$ cat src/rtl/bus_pkg.sv
// ----------------------------------------------------------------------------
// bus_pkg
// Shared types and constants for the bus fabric and its run/halt/step
// controller.
//   halt_state_t : controller states (RUN, HALT, STEP)
//   SRC_*        : bus source slot indices
//   count_ones   : number of set bits in a 32-bit vector
// ----------------------------------------------------------------------------
package bus_pkg;

   typedef enum logic [1:0] {
      RUN  = 2'd0,
      HALT = 2'd1,
      STEP = 2'd2
   } halt_state_t;

   localparam int SRC_ALU = 0;
   localparam int SRC_IO  = 1;
   localparam int SRC_REG = 2;
   localparam int SRC_RAM = 3;
   localparam int SRC_PC  = 4;

   function automatic int unsigned count_ones(input logic [31:0] v);
      int unsigned n;
      n = 0;
      for (int i = 0; i < 32; i++) begin
         if (v[i]) n++;
      end
      return n;
   endfunction

endpackage

$ cat src/rtl/btn_sync_edge.sv
// ----------------------------------------------------------------------------
// btn_sync_edge
// Two-flop synchroniser followed by a rising-edge detector for an
// asynchronous pushbutton. Every flop resets to 1, so a button that is held
// down while reset is released produces no pulse.
//   clk_i   : system clock
//   rst_ni  : asynchronous reset, active-low
//   pin_i   : raw asynchronous button level
//   pulse_o : one-cycle pulse, high in the 2nd cycle after the pin is first
//             sampled high (acted on at the 3rd edge after the pin rises)
// ----------------------------------------------------------------------------
module btn_sync_edge (
   input  logic clk_i,
   input  logic rst_ni,
   input  logic pin_i,
   output logic pulse_o
);

   logic sync1_q;
   logic sync2_q;
   logic prev_q;

   // NOTE: non-blocking assignments make each flop capture the previous
   // stage's old value, which is what turns these lines into a shift chain.
   always_ff @(posedge clk_i or negedge rst_ni) begin
      if (!rst_ni) begin
         sync1_q <= 1'b1;
         sync2_q <= 1'b1;
         prev_q  <= 1'b1;
      end else begin
         sync1_q <= pin_i;
         sync2_q <= sync1_q;
         prev_q  <= sync2_q;
      end
   end

   assign pulse_o = sync2_q & ~prev_q;

endmodule

$ cat src/rtl/bus_ctrl.sv
// ----------------------------------------------------------------------------
// bus_ctrl
// NSRC-way shared-bus selector with keeper and sticky contention detection,
// plus a RUN/HALT/STEP controller producing the datapath clock enable.
//   i_clk, i_reset     : clock, asynchronous active-low reset
//   i_srcData          : source s drives bits [s*WIDTH +: WIDTH]
//   i_srcNOe           : per-source output enable, active-low
//   o_bus              : resolved bus (keeper when nobody drives, wired-OR
//                        when several drive)
//   o_busDriven        : at least one source enabled
//   o_contention       : sticky, more than one source enabled on an enabled
//                        cycle
//   o_contentionSrc    : enable mask captured at the latest contention
//   i_clrContention    : clears flag and mask (a same-cycle contention wins)
//   i_ctrlHlt          : halt request from the control unit
//   i_button, i_step   : asynchronous resume / single-step pushbuttons
//   o_clkEn            : clock enable for all datapath registers
//   o_halted           : controller is in HALT
// ----------------------------------------------------------------------------
module bus_ctrl
   import bus_pkg::*;
#(
   parameter int WIDTH              = 16,
   parameter int NSRC               = 5,
   parameter bit HALT_ON_CONTENTION = 1'b1
) (
   input  logic                    i_clk,
   input  logic                    i_reset,
   input  logic [NSRC*WIDTH-1:0]   i_srcData,
   input  logic [NSRC-1:0]         i_srcNOe,
   output logic [WIDTH-1:0]        o_bus,
   output logic                    o_busDriven,
   output logic                    o_contention,
   output logic [NSRC-1:0]         o_contentionSrc,
   input  logic                    i_clrContention,
   input  logic                    i_ctrlHlt,
   input  logic                    i_button,
   input  logic                    i_step,
   output logic                    o_clkEn,
   output logic                    o_halted
);

   // ------------------------------------------------------------------ bus
   logic [NSRC-1:0]  en;
   int unsigned      n_en;
   logic [WIDTH-1:0] wired_or;
   logic [WIDTH-1:0] keeper_q;
   logic             bus_driven;
   logic             clk_en;
   logic             contention_now;

   assign en = ~i_srcNOe;

   // With a single driver the OR reduces to that driver's data, so one
   // expression covers both the normal and the contention case.
   // NOTE: every variable written in an always_comb gets a value before any
   // conditional update; otherwise synthesis infers a latch to hold it.
   always_comb begin
      wired_or = '0;
      for (int s = 0; s < NSRC; s++) begin
         if (en[s]) wired_or = wired_or | i_srcData[s*WIDTH +: WIDTH];
      end
   end

   always_comb n_en = count_ones(32'(en));

   assign bus_driven     = |en;
   assign o_bus          = bus_driven ? wired_or : keeper_q;
   assign o_busDriven    = bus_driven;
   assign contention_now = clk_en && (n_en > 1);

   // Keeper and contention capture only advance on enabled cycles, so a
   // halted datapath sees a frozen bus history.
   always_ff @(posedge i_clk or negedge i_reset) begin
      if (!i_reset) begin
         keeper_q        <= '0;
         o_contention    <= 1'b0;
         o_contentionSrc <= '0;
      end else begin
         if (clk_en && bus_driven) keeper_q <= o_bus;
         if (contention_now) begin
            o_contention    <= 1'b1;
            o_contentionSrc <= en;
         end else if (i_clrContention) begin
            o_contention    <= 1'b0;
            o_contentionSrc <= '0;
         end
      end
   end

   // -------------------------------------------------------------- buttons
   logic btn_p;
   logic step_p;

   btn_sync_edge u_btn_sync (
      .clk_i   (i_clk),
      .rst_ni  (i_reset),
      .pin_i   (i_button),
      .pulse_o (btn_p)
   );

   btn_sync_edge u_step_sync (
      .clk_i   (i_clk),
      .rst_ni  (i_reset),
      .pin_i   (i_step),
      .pulse_o (step_p)
   );

   // ------------------------------------------------------------------ FSM
   halt_state_t state_q;
   halt_state_t state_d;
   logic        ignore_q;
   logic        ignore_d;

   always_ff @(posedge i_clk or negedge i_reset) begin
      if (!i_reset) begin
         state_q  <= RUN;
         ignore_q <= 1'b0;
      end else begin
         state_q  <= state_d;
         ignore_q <= ignore_d;
      end
   end

   // ignore is armed when leaving HALT and dropped after the first enabled
   // cycle, so the halt control word still sitting on i_ctrlHlt cannot
   // re-halt the machine before it has executed a single cycle.
   always_comb begin
      state_d  = state_q;
      ignore_d = clk_en ? 1'b0 : ignore_q;
      case (state_q)
         RUN: begin
            if ((i_ctrlHlt && !ignore_q) ||
                (HALT_ON_CONTENTION && contention_now)) begin
               state_d = HALT;
            end
         end
         HALT: begin
            if (btn_p) begin
               state_d  = RUN;
               ignore_d = 1'b1;
            end else if (step_p) begin
               state_d  = STEP;
               ignore_d = 1'b1;
            end
         end
         STEP:    state_d = HALT;
         default: state_d = RUN;
      endcase
   end

   always_comb begin
      clk_en   = 1'b1;
      o_halted = 1'b0;
      if (state_q == HALT) begin
         clk_en   = 1'b0;
         o_halted = 1'b1;
      end
   end

   assign o_clkEn = clk_en;

endmodule

$ cat config.mk
export PLATFORM = sky130hd
export DESIGN_NAME = bus_ctrl
export DESIGN_NICKNAME = d
export VERILOG_FILES = /design/src/rtl/bus_pkg.sv /design/src/rtl/btn_sync_edge.sv /design/src/rtl/bus_ctrl.sv
export SDC_FILE = /design/constraint.sdc
export NUM_CORES = 1
export LEC_CHECK = 0
export ABC_CLOCK_PERIOD_IN_PS = 1940
export BUFFER_PORTS_ARGS = -buffer_cell sky130_fd_sc_hd__buf_2
export CAP_MARGIN = 20
export CORE_MARGIN = 2
export CORE_UTILIZATION = 44
export DETAILED_ROUTE_END_ITERATION = 10
export PLACE_DENSITY = 0.85
export SYNTH_ARGS = -nofsm -noshare
export SYNTH_HDL_FRONTEND = slang
export SYNTH_SLANG_ARGS = --single-unit
$ cat constraint.sdc
create_clock -name i_clk -period 1.94 [get_ports i_clk]
set_clock_uncertainty 0.15 [all_clocks]
set_input_delay 0.097 -clock i_clk [delete_from_list [all_inputs] [get_ports i_clk]]
set_output_delay 0.097 -clock i_clk [all_outputs]
set_load 0.005 [all_outputs]
* After elaboration in Yosys (flattened, before gate mapping)
Index checks and enable logic that the tools add are counted.
** Word-level totals
- Bits in registers :: 31
- Logic and storage cells :: 63
** Cells by class
- Add/sub/neg operators :: 4
- Magnitude comparators :: 1
- Equality and inequality tests :: 4
- Mux-type cells :: 25
- Bitwise logic cells :: 9
- Reductions and logical operators :: 9
** Operator list (count)
- adder 32 x 1 -> 32 bit (second input constant) :: 4
- two-way mux 32 bit :: 4
- two-way mux 16 bit :: 6
- OR 16 bit :: 4
- greater-than comparator 32 x 1 -> 1 bit (second input constant) :: 1
- two-way mux 5 bit :: 2
- two-way mux 1 bit :: 9
- two-way mux 2 bit :: 3
- case mux 2 bit (3 select lines) :: 1
- inverter 5 bit :: 1
- OR reduction 5 bit :: 1
- logical AND 1 bit :: 3
- != test 3 bit (second input constant) :: 1
- AND 1 bit :: 2
- == test 2 x 1 -> 1 bit (second input constant) :: 1
- == test 2 bit (second input constant) :: 1
- zero test 2 bit :: 1
- != test 2 bit (second input constant) :: 1
- inverter 1 bit :: 2
- AND reduction 2 bit :: 1
- nonzero test 2 bit :: 1
- zero test 1 bit :: 1
- logical OR 1 bit :: 1

* Logic depth before layout (Yosys ltp)
Gate-level depths: netlist of run 1.
- Word-level depth :: 15
- Gate-level depth with buffers :: 12

* Hierarchy
From an unflattened synthesis of run 1, not the netlist that was laid out.
** Second synthesis, totals
- Cells, all modules :: 221
- Area, all modules :: 2003.2 um2
** Modules (own cells, without submodules)
- bus_ctrl :: instances 1, cells an instance 213, area each 1818.0 um2, sequential area each 625.6 um2
- btn_sync_edge :: instances 2, cells an instance 4, area each 92.6 um2, sequential area each 78.8 um2

* Worst setup path before layout of run 1
OpenSTA, ideal clock, no wires.
- Path kind :: in2reg
- Start point :: input port i_srcNOe[1]
- End point :: register o_contentionSrc[0]
- Arrival time :: 2544 ps
- Data required time :: 1711 ps
- Slack :: -833 ps
- Stages on the path :: 12
- Buffers on the path :: 2
- Cells stage by stage :: clkinv_1 clkbuf_1 ha_1 buf_6 xor2_1 o21ai_0 ha_1 nand2b_1 a41o_2 o31a_2 o31ai_4 mux2i_1
** Between the ends
- Cells in the longest elaborated chain, start to end :: 11
- Elaborated cells between the ends (all ways) :: 12
- Classes of those cells :: add/sub (3); order compare (1); mux (5); bitwise (1); reduce/logical (2)
** Ends and longest elaborated chain
- start: declaration :: RTL line bus_ctrl.sv:30 : input logic [NSRC-1:0] i_srcNOe,
- inverter 5 bit (*) :: RTL line bus_ctrl.sv:52 : assign en = ~i_srcNOe;
- two-way mux 32 bit (*) :: RTL line bus_pkg.sv:27 : if (v[i]) n++;
- adder 32 x 1 -> 32 bit :: RTL line bus_pkg.sv:27
- two-way mux 32 bit (*) :: RTL line bus_pkg.sv:27
- adder 32 x 1 -> 32 bit :: RTL line bus_pkg.sv:27
- two-way mux 32 bit (*) :: RTL line bus_pkg.sv:27
- adder 32 x 1 -> 32 bit :: RTL line bus_pkg.sv:27
- two-way mux 32 bit (*) :: RTL line bus_pkg.sv:27
- greater-than comparator 32 x 1 -> 1 bit (*) :: RTL line bus_ctrl.sv:70 : assign contention_now = clk_en && (n_en > 1);
- logical AND 1 bit (*) :: RTL line bus_ctrl.sv:70
- two-way mux 5 bit or nonzero test 2 bit (tied branches)
- end signal: assignment :: RTL line bus_ctrl.sv:83 : o_contentionSrc <= en;
- end: declaration :: RTL line bus_ctrl.sv:34 : output logic [NSRC-1:0] o_contentionSrc,
Mark *: on every way between the ends. The rest lies on a longest branch, timed or not.
A chain may end at the register's enable or synchronous reset.

* Final worst setup path of run 1
- Start point :: input port i_srcNOe[1]
- End point :: register state_q[0]
** Between the ends
- Cells in the longest elaborated chain, start to end :: 13
** Ends and longest elaborated chain
- inverter 5 bit (*) :: RTL line bus_ctrl.sv:52
- two-way mux 32 bit (*) :: RTL line bus_pkg.sv:27
- adder 32 x 1 -> 32 bit :: RTL line bus_pkg.sv:27
- two-way mux 32 bit (*) :: RTL line bus_pkg.sv:27
- adder 32 x 1 -> 32 bit :: RTL line bus_pkg.sv:27
- two-way mux 32 bit (*) :: RTL line bus_pkg.sv:27
- adder 32 x 1 -> 32 bit :: RTL line bus_pkg.sv:27
- two-way mux 32 bit (*) :: RTL line bus_pkg.sv:27
- greater-than comparator 32 x 1 -> 1 bit (*) :: RTL line bus_ctrl.sv:70
- logical AND 1 bit (*) :: RTL line bus_ctrl.sv:70
- logical OR 1 bit (*) :: RTL line bus_ctrl.sv:133 : if ((i_ctrlHlt && !ignore_q) ||
- != test 2 bit (no line) (*)
- AND reduction 2 bit (no line) (*)
- end signal: assignment :: RTL line bus_ctrl.sv:120 : state_q <= state_d;
- end: declaration :: RTL line bus_ctrl.sv:110 : halt_state_t state_q;
Marks and branches as above.

==> out/results.tsv, run 1 <==
metric	value	unit
FF+latch count, synth	31	
register share of total power	40.5	%
via count	2316	
# port buffers	115	
Critical Path End	state_q[0]$_DFFE_PN0P_	
Area Overhead vs Synth	56.8	%
grt total ovfl	0	
Period minus WS final	2.16	ns
WHS Path Cells	2	
std cell rows	24	
Hold WC Path Type	primary input to flop	
max-cap violations	0	
WHS	0.00749	ns
largest net degree at the start of global routing	32	
reg-to-reg setup timing slack	0.51	ns
Final Cell Area	0.00308	mm^2
FF-to-FF Start	state_q[1]$_DFFE_PN0P_	
area of the multi-input gates	0.00116	mm^2
# fillers	338	
crit path kind	primary input to flop	
All-Layer GR Usage	26.7	%
RSZ-0062 raised after global routing	true	
clk slew on worst S/H paths	0.06	ns
Syn. warnings	0	
PnR worst setup slack	-0.224	ns
Final ANT Viol Nets	0	
syn nets	318	
initial antenna violation count	0	
worst skew pair latency	0.27	ns
Logic pwr share	39.4	%
CP max stage delay	0.46	ns
fin crit share	112	%
pwr dens	762	mW/mm^2
Static Leak	1.51	nW
Top Ports	116	
Die Y	70.8	um
Die X	70.8	um
first drt pass iteration count	4	
CP endpoint kind	flop	
Slew @ Worst Pin	0.699	ns
final wirelength	6.69	mm
core area	0.00432	mm^2
vias in the first global route	2195	
Post-Layout Cell Count	421	
RR Endpoint	keeper_q[1]$_DFFE_PN0P_	
crit path from	i_srcNOe[1]	
vias per inst	5.50	
Seq/Total Area, Yosys	39.9	%
cell-internal power	1.56	mW
ANT cells	0	
EDFF count, synth	0	
f_max	0.462	GHz
Placed Cells incl. Taps	400	
overall power	2.35	mW
Setup Viol. Count Final	7	
Clock Power Share	20.1	%
final setup TNS	-1.33	ns
CTS tree	yes	
Async SR Flop Fraction	100	%
Clock Sinks	31	
Register Area	783	um^2
Rel. slew slack	53.4	%
die area	0.00501	mm^2
Post-Synthesis Cells	222	
H-tree Lvls	2	
CP Data Arrival Time	2.16	ns
crit start category	primary input	
hpwl dp	5.02	mm
slowest CP cell	o41a_2	
Mapped Area	0.00196	mm^2
CP cell instances	buf_12 -> clkinv_16 -> ha_4 -> mux2i_4 -> xor2_1 -> o21ai_1 -> ha_2 -> nand2b_1 -> a41o_2 -> o31a_4 -> buf_4 -> o41a_2	
Avg Cell Area, Syn	8.84	um^2
Psw	787	uW
final hold vios	0	
Main synth FF type	dfrtp_1	
distinct cell type count after synthesis	40	
share of layout cells above drive strength 1	49.6	%
net count reported at finish	464	
CTS Buffer Depth	2	
wire per inst	15.9	um
root buf cell	clkbuf_8	
maximum vdd ir drop	0.000495	V
GPL Wtd Cong	0.852	
Initial DRC Count	205	
Req. time, crit path	1.94	ns
# DRC	0	
status	finished with violations	
CTS Buf Count	5	
worst r2r path cells	5	
DP Area	0.00279	mm^2
first-pass GRT wire length	10.6	mm
failing checks	negative setup slack	
crit path max fanout	3	
Starting Density	45.4	%
switching share of power	33.6	%
Pins Over Slew Limit	0	
[state kept, by name (all words and copies together), names as in the netlist]
signal and cells:
u_btn_sync.sync1_q 1, u_step_sync.sync1_q 1, u_btn_sync.sync2_q 1, u_step_sync.sync2_q 1, u_step_sync.prev_q 1, u_btn_sync.prev_q 1, o_contentionSrc 5, o_contention 1
keeper_q 16, state_q 2, ignore_q 1
[worst min path at each step]
stage,from,end,slack [ns]
6_report,i_srcNOe[4],o_contentionSrc[4]$_DFFE_PN0P_,0.007
5_1_grt,i_srcNOe[4],o_contentionSrc[4]$_DFFE_PN0P_,0.005
4_1_cts,i_srcNOe[4],o_contentionSrc[4]$_DFFE_PN0P_,0.0008
3_5_place_dp,i_reset,o_contention$_DFFE_PN0P_,0.03
3_3_place_gp,i_reset,o_contentionSrc[0]$_DFFE_PN0P_,0.01
2_1_floorplan,i_reset,ignore_q$_DFF_PN0_,-0.35
[synth_stat cells, types with 2 or more instances]
master	instances	area share [%]
a211o_1	2	0.89
a21oi_1	16	4.1
a222oi_1	16	8.2
a22oi_1	16	6.1
and3_1	16	5.1
buf_6	2	1.1
clkbuf_1	12	2.3
dfrtp_1	25	32
dfstp_2	6	8.0
ha_1	5	3.2
inv_1	6	1.1
inv_2	2	0.38
mux2i_1	6	3.1
nand2b_1	8	2.6
nor2_1	54	10
o21ai_0	5	1.3
xnor2_1	2	0.89
[worst max-delay path, delay by kind of cell]
| family | cells | cell delay, ns |
|---|---|---|
| AND/OR/NAND/NOR | 1 | 0.08 |
| XOR/XNOR | 1 | 0.09 |
| buffers and inverters | 3 | 0.29 |
| AO/OA/AOI/OAI | 4 | 1.12 |
| adder cells (fa/ha/maj) | 2 | 0.33 |
| multiplexers | 1 | 0.15 |
[routing by layer]
layer	part of all wire [%]	global-route usage (%)	vias to the layer above
met4	0.39	2.94	0
met2	54	49.2	101
met5	0	0	-
met1	39	33.3	1099
li1	-	-	1112
met3	6.5	5.13	4
[power by group through the flow]
stage / logic (mW) / registers [mW] / clock network (mW)
after floorplan: 0.486 / 0.943 / 0
after global placement: 0.826 / 0.947 / 0
after detailed placement: 0.851 / 0.959 / 0
after CTS: 0.903 / 0.950 / 0.481
after global routing: 1.02 / 0.972 / 0.506
final: 0.924 / 0.951 / 0.470
[layout by cell type, fill, tap and decap left out, types with 3 or more instances in the layout]
master,n
inv_1,6
buf_6,3
buf_2,113
dfstp_2,6
a21oi_1,16
buf_4,32
clkbuf_8,5
nor2_1,52
ha_4,3
and3_1,16
dlygate4sd3_1,4
a222oi_1,16
a22oi_1,16
nand2b_1,8
dfrtp_1,25
mux2i_1,4
[kinds of logic (layout without fill, tap and decap cells)]
group                    Yosys count  count (layout)  synth area share (%)
AO/OA/AOI/OAI                     62              62                  24.4
buffers and inverters             24             171                  5.42
XOR/XNOR                           3               3                  1.34
adder cells (fa/ha/maj)            5               5                  3.19
AND/OR/NAND/NOR                   91              91                  22.6
flip-flops                        31              31                  39.9
multiplexers                       6               6                  3.06
[metrics by stage]
| step | setup WS [ns] | utilization, % |
|---|---|---|
| after detailed placement | -0.702 | 64.5 |
| after CTS | -0.214 | 70.1 |
| after floorplan | -0.433 | - |
| final | -0.224 | 71.2 |
| after global placement | -0.580 | 64.5 |
| after global routing | -0.338 | 71.2 |
[repair_timing]
item,CTS,global route
setup endpoints to repair,7,7
buffers inserted,5,4
pin swaps,5,6
resized for setup,19,5
endpoints found under the hold margin,28,0
hold buffers,4,0
[cell type report]
cell class                 count  area share, %
inverter                       9           2.03
sequential                    31           25.5
clock inverter                 1          0.163
multi-input combinational    167           37.9
tap                           52           2.11
timing repair buffer         154           29.9
clock buffer                   7           2.48
No activity file was read; power rests on OpenSTA's default activity.
==> inputs of run 2 (changes only) <==
--- a/config.mk
+++ b/config.mk
@@ -5,13 +5,13 @@
 export SDC_FILE = /design/constraint.sdc
 export NUM_CORES = 1
 export LEC_CHECK = 0
-export ABC_CLOCK_PERIOD_IN_PS = 1940
+export ABC_CLOCK_PERIOD_IN_PS = 2500
 export BUFFER_PORTS_ARGS = -buffer_cell sky130_fd_sc_hd__buf_2
-export CAP_MARGIN = 20
+export CAP_MARGIN = 25
 export CORE_MARGIN = 2
-export CORE_UTILIZATION = 44
+export CORE_UTILIZATION = 47
 export DETAILED_ROUTE_END_ITERATION = 10
-export PLACE_DENSITY = 0.85
+export PLACE_DENSITY = 0.9
 export SYNTH_ARGS = -nofsm -noshare
 export SYNTH_HDL_FRONTEND = slang
 export SYNTH_SLANG_ARGS = --single-unit
==> constraint.sdc (replaced) <==
create_clock -name i_clk -period 2.5 [get_ports i_clk]
set_clock_uncertainty 0.15 [all_clocks]
set_input_delay 0.125 -clock i_clk [delete_from_list [all_inputs] [get_ports i_clk]]
set_output_delay 0.125 -clock i_clk [all_outputs]
set_load 0.005 [all_outputs]
==> out/results.tsv, run 2 (synthesis results as in run 1) <==
metric	value	unit	change
pwr dens	639	mW/mm^2	-16%
max FFs per register	16		unchanged
hpwl dp	4.85	mm	-3.4%
most common cell after layout, fill and taps aside	buf_2		
GRT met1 Usage	31.9	%	-1.4 points
Period minus WS final	2.35	ns	
Post-CTS Setup Bufs	0		-5
reg-to-reg setup timing slack	0.82	ns	+0.31 ns
Req. time, crit path	2.56	ns	+0.62 ns
CTS tree	yes		
worst slack, placed	-0.123	ns	+0.580 ns
Hold WC Path Type	primary input to flop		
worst skew pair latency	0.29	ns	+0.02 ns
Area Overhead vs Synth	44.1	%	
CTS Hold Bufs	7		+3
core area	0.00400	mm^2	-7.5%
most frequent cells in the layout	115 x buf_2, 54 x nor2_1, 25 x dfrtp_1		
PnR worst setup slack	0.152	ns	+0.377 ns
CTS Buf Count	5		unchanged
Largest Register	keeper_q		
Static Leak	1.40	nW	-6.8%
crit path from	i_srcNOe[1]		
GRT met2 Usage	46.6	%	-2.6 points
status	complete, no violations		
area of the multi-input gates	0.00109	mm^2	-6.2%
H-tree Lvls	2		unchanged
grt total ovfl	0		unchanged
Die Y	68.6	um	-3.1%
Placed Cells incl. Taps	386		-3.5%
crit start category	primary input		
# port buffers	115		unchanged
root buf cell	clkbuf_8		
CP max stage delay	0.29	ns	-0.17 ns
busiest grt layer	met2		
f_max	0.426	GHz	
GPL Wtd Cong	0.869		+2.0%
WHS	0.0319	ns	+0.0244 ns
Pins Over Slew Limit	0		unchanged
clk slew on worst S/H paths	0.06	ns	about the same
maximum vdd ir drop	0.000412	V	-17%
final wirelength	6.30	mm	-5.9%
Setup Viol. Count Final	0		-7
share of layout cells above drive strength 1	43.3	%	-6.3 points
vias per inst	5.62		+2.2%
fin crit share	93.9	%	
final hold vios	0		unchanged
All-Layer GR Usage	27.1	%	+0.46 points
hold_sp	i_ctrlHlt		
# DRC	0		unchanged
die area	0.00471	mm^2	-6.0%
CP endpoint kind	flop		
largest net degree at the start of global routing	32		unchanged
CP most frequent cell	ha_1		
std cell rows	23		-4.2%
Die X	68.6	um	-3.1%
Final ANT Viol Nets	0		unchanged
Rel. slew slack	54.3	%	+0.89 points
# fillers	311		-8.0%
crit path kind	primary input to flop		
FF-to-FF Start	state_q[1]$_DFFE_PN0P_		
net count reported at finish	446		-3.9%
crit path max fanout	6		+3
CTS Buffer Depth	2		unchanged
Register Area	783	um^2	unchanged
vias in the first global route	2036		-7.2%
ANT cells	0		unchanged
wire per inst	15.7	um	-1.2%
initial antenna violation count	0		unchanged
M3 GR Usage	7.95	%	+2.8 points
Clock Sinks	31		unchanged
Top Ports	116		unchanged
CP Data Arrival Time	2.40	ns	+0.24 ns
via count	2254		-2.7%
slowest CP cell	ha_1		
Post-Layout Cell Count	401		-4.8%
Starting Density	49.0	%	+3.7 points
Regs by FF count	keeper_q: 16 flops, o_contentionSrc: 5 flops, state_q: 2 flops		
first drt pass iteration count	7		+3
first-pass GRT wire length	9.26	mm	-12%
Slew @ Worst Pin	0.685	ns	-0.0134 ns
CP cell instances	buf_2 -> clkinv_4 -> ha_1 -> and2_2 -> o21ai_0 -> o21ai_1 -> ha_1 -> nor2b_1 -> a31oi_1 -> o211ai_1 -> o31ai_4 -> buf_4 -> mux2i_1		
cells resized by post-CTS repair	0		-19
RSZ-0062 raised after global routing	false		
max-cap violations	0		unchanged
Initial DRC Count	202		-1.5%
run 2: cell count changes in the layout (fill, tap and decap cells not counted), moves of 3 or more:
cell and change:
buf_4 -18, ha_1 +4, buf_6 -3, dlygate4sd3_1 +3
run 2: area by class of cell:
class | count | share of cell area [%]
Multi-Input combinational cell | 167 | 38.6
Sequential cell | 31 | 27.7
Timing Repair Buffer | 136 | 26.5
Tap cell | 50 | 2.21
Inverter | 9 | 1.37
Clock buffer | 8 | 3.54
run 2: path summary, 6_finish.rpt:
check                                            endpoint  depth (start not counted)
setup / recovery           o_contentionSrc[2]$_DFFE_PN0P_                         13
hold / removal                     state_q[0]$_DFFE_PN0P_                          3
setup reg to reg                 keeper_q[13]$_DFFE_PN0P_                          4
hold reg to reg             u_step_sync.sync2_q$_DFF_PN1_                          0
max in group asynchronous        keeper_q[12]$_DFFE_PN0P_                          2
min in group asynchronous         keeper_q[0]$_DFFE_PN0P_                          2
run 2: power by group:
group	total [mW]	leakage, nW	internal [mW]	switching, mW
combinational	0.632	1.01	0.297	0.335
clock	0.432	0.0515	0.251	0.182
sequential	0.743	0.338	0.658	0.0855
total	1.81	1.40	1.21	0.602
run 2: per-stage QoR:
step	total power, mW	util (%)	TNS [ns]	instance area (um^2)
after floorplan	1.10	-	0	2010
after global placement	1.34	66.4	-0.117	2660
after detailed placement	1.37	66.4	-0.495	2660
after CTS	1.82	70.7	0	2830
after global routing	1.92	70.7	0	2830
final	1.81	70.7	0	2830
run 2: worst max-delay path, delay by kind of cell:
kind	cells	cell delay [ns]
adders and majority gates	2	0.48
AOI/OAI and AO/OA	5	0.84
and+or+nand+nor	2	0.33
buffers and inverters	3	0.41
muxes	1	0.21
run 2: per-layer routing:
| metal | vias to the layer above | routed length, um |
|---|---|---|
| met4 | 0 | 134 |
| met3 | 12 | 524 |
| met2 | 123 | 3230 |
| li1 | 1078 | - |
| met5 | - | 0 |
| met1 | 1041 | 2410 |
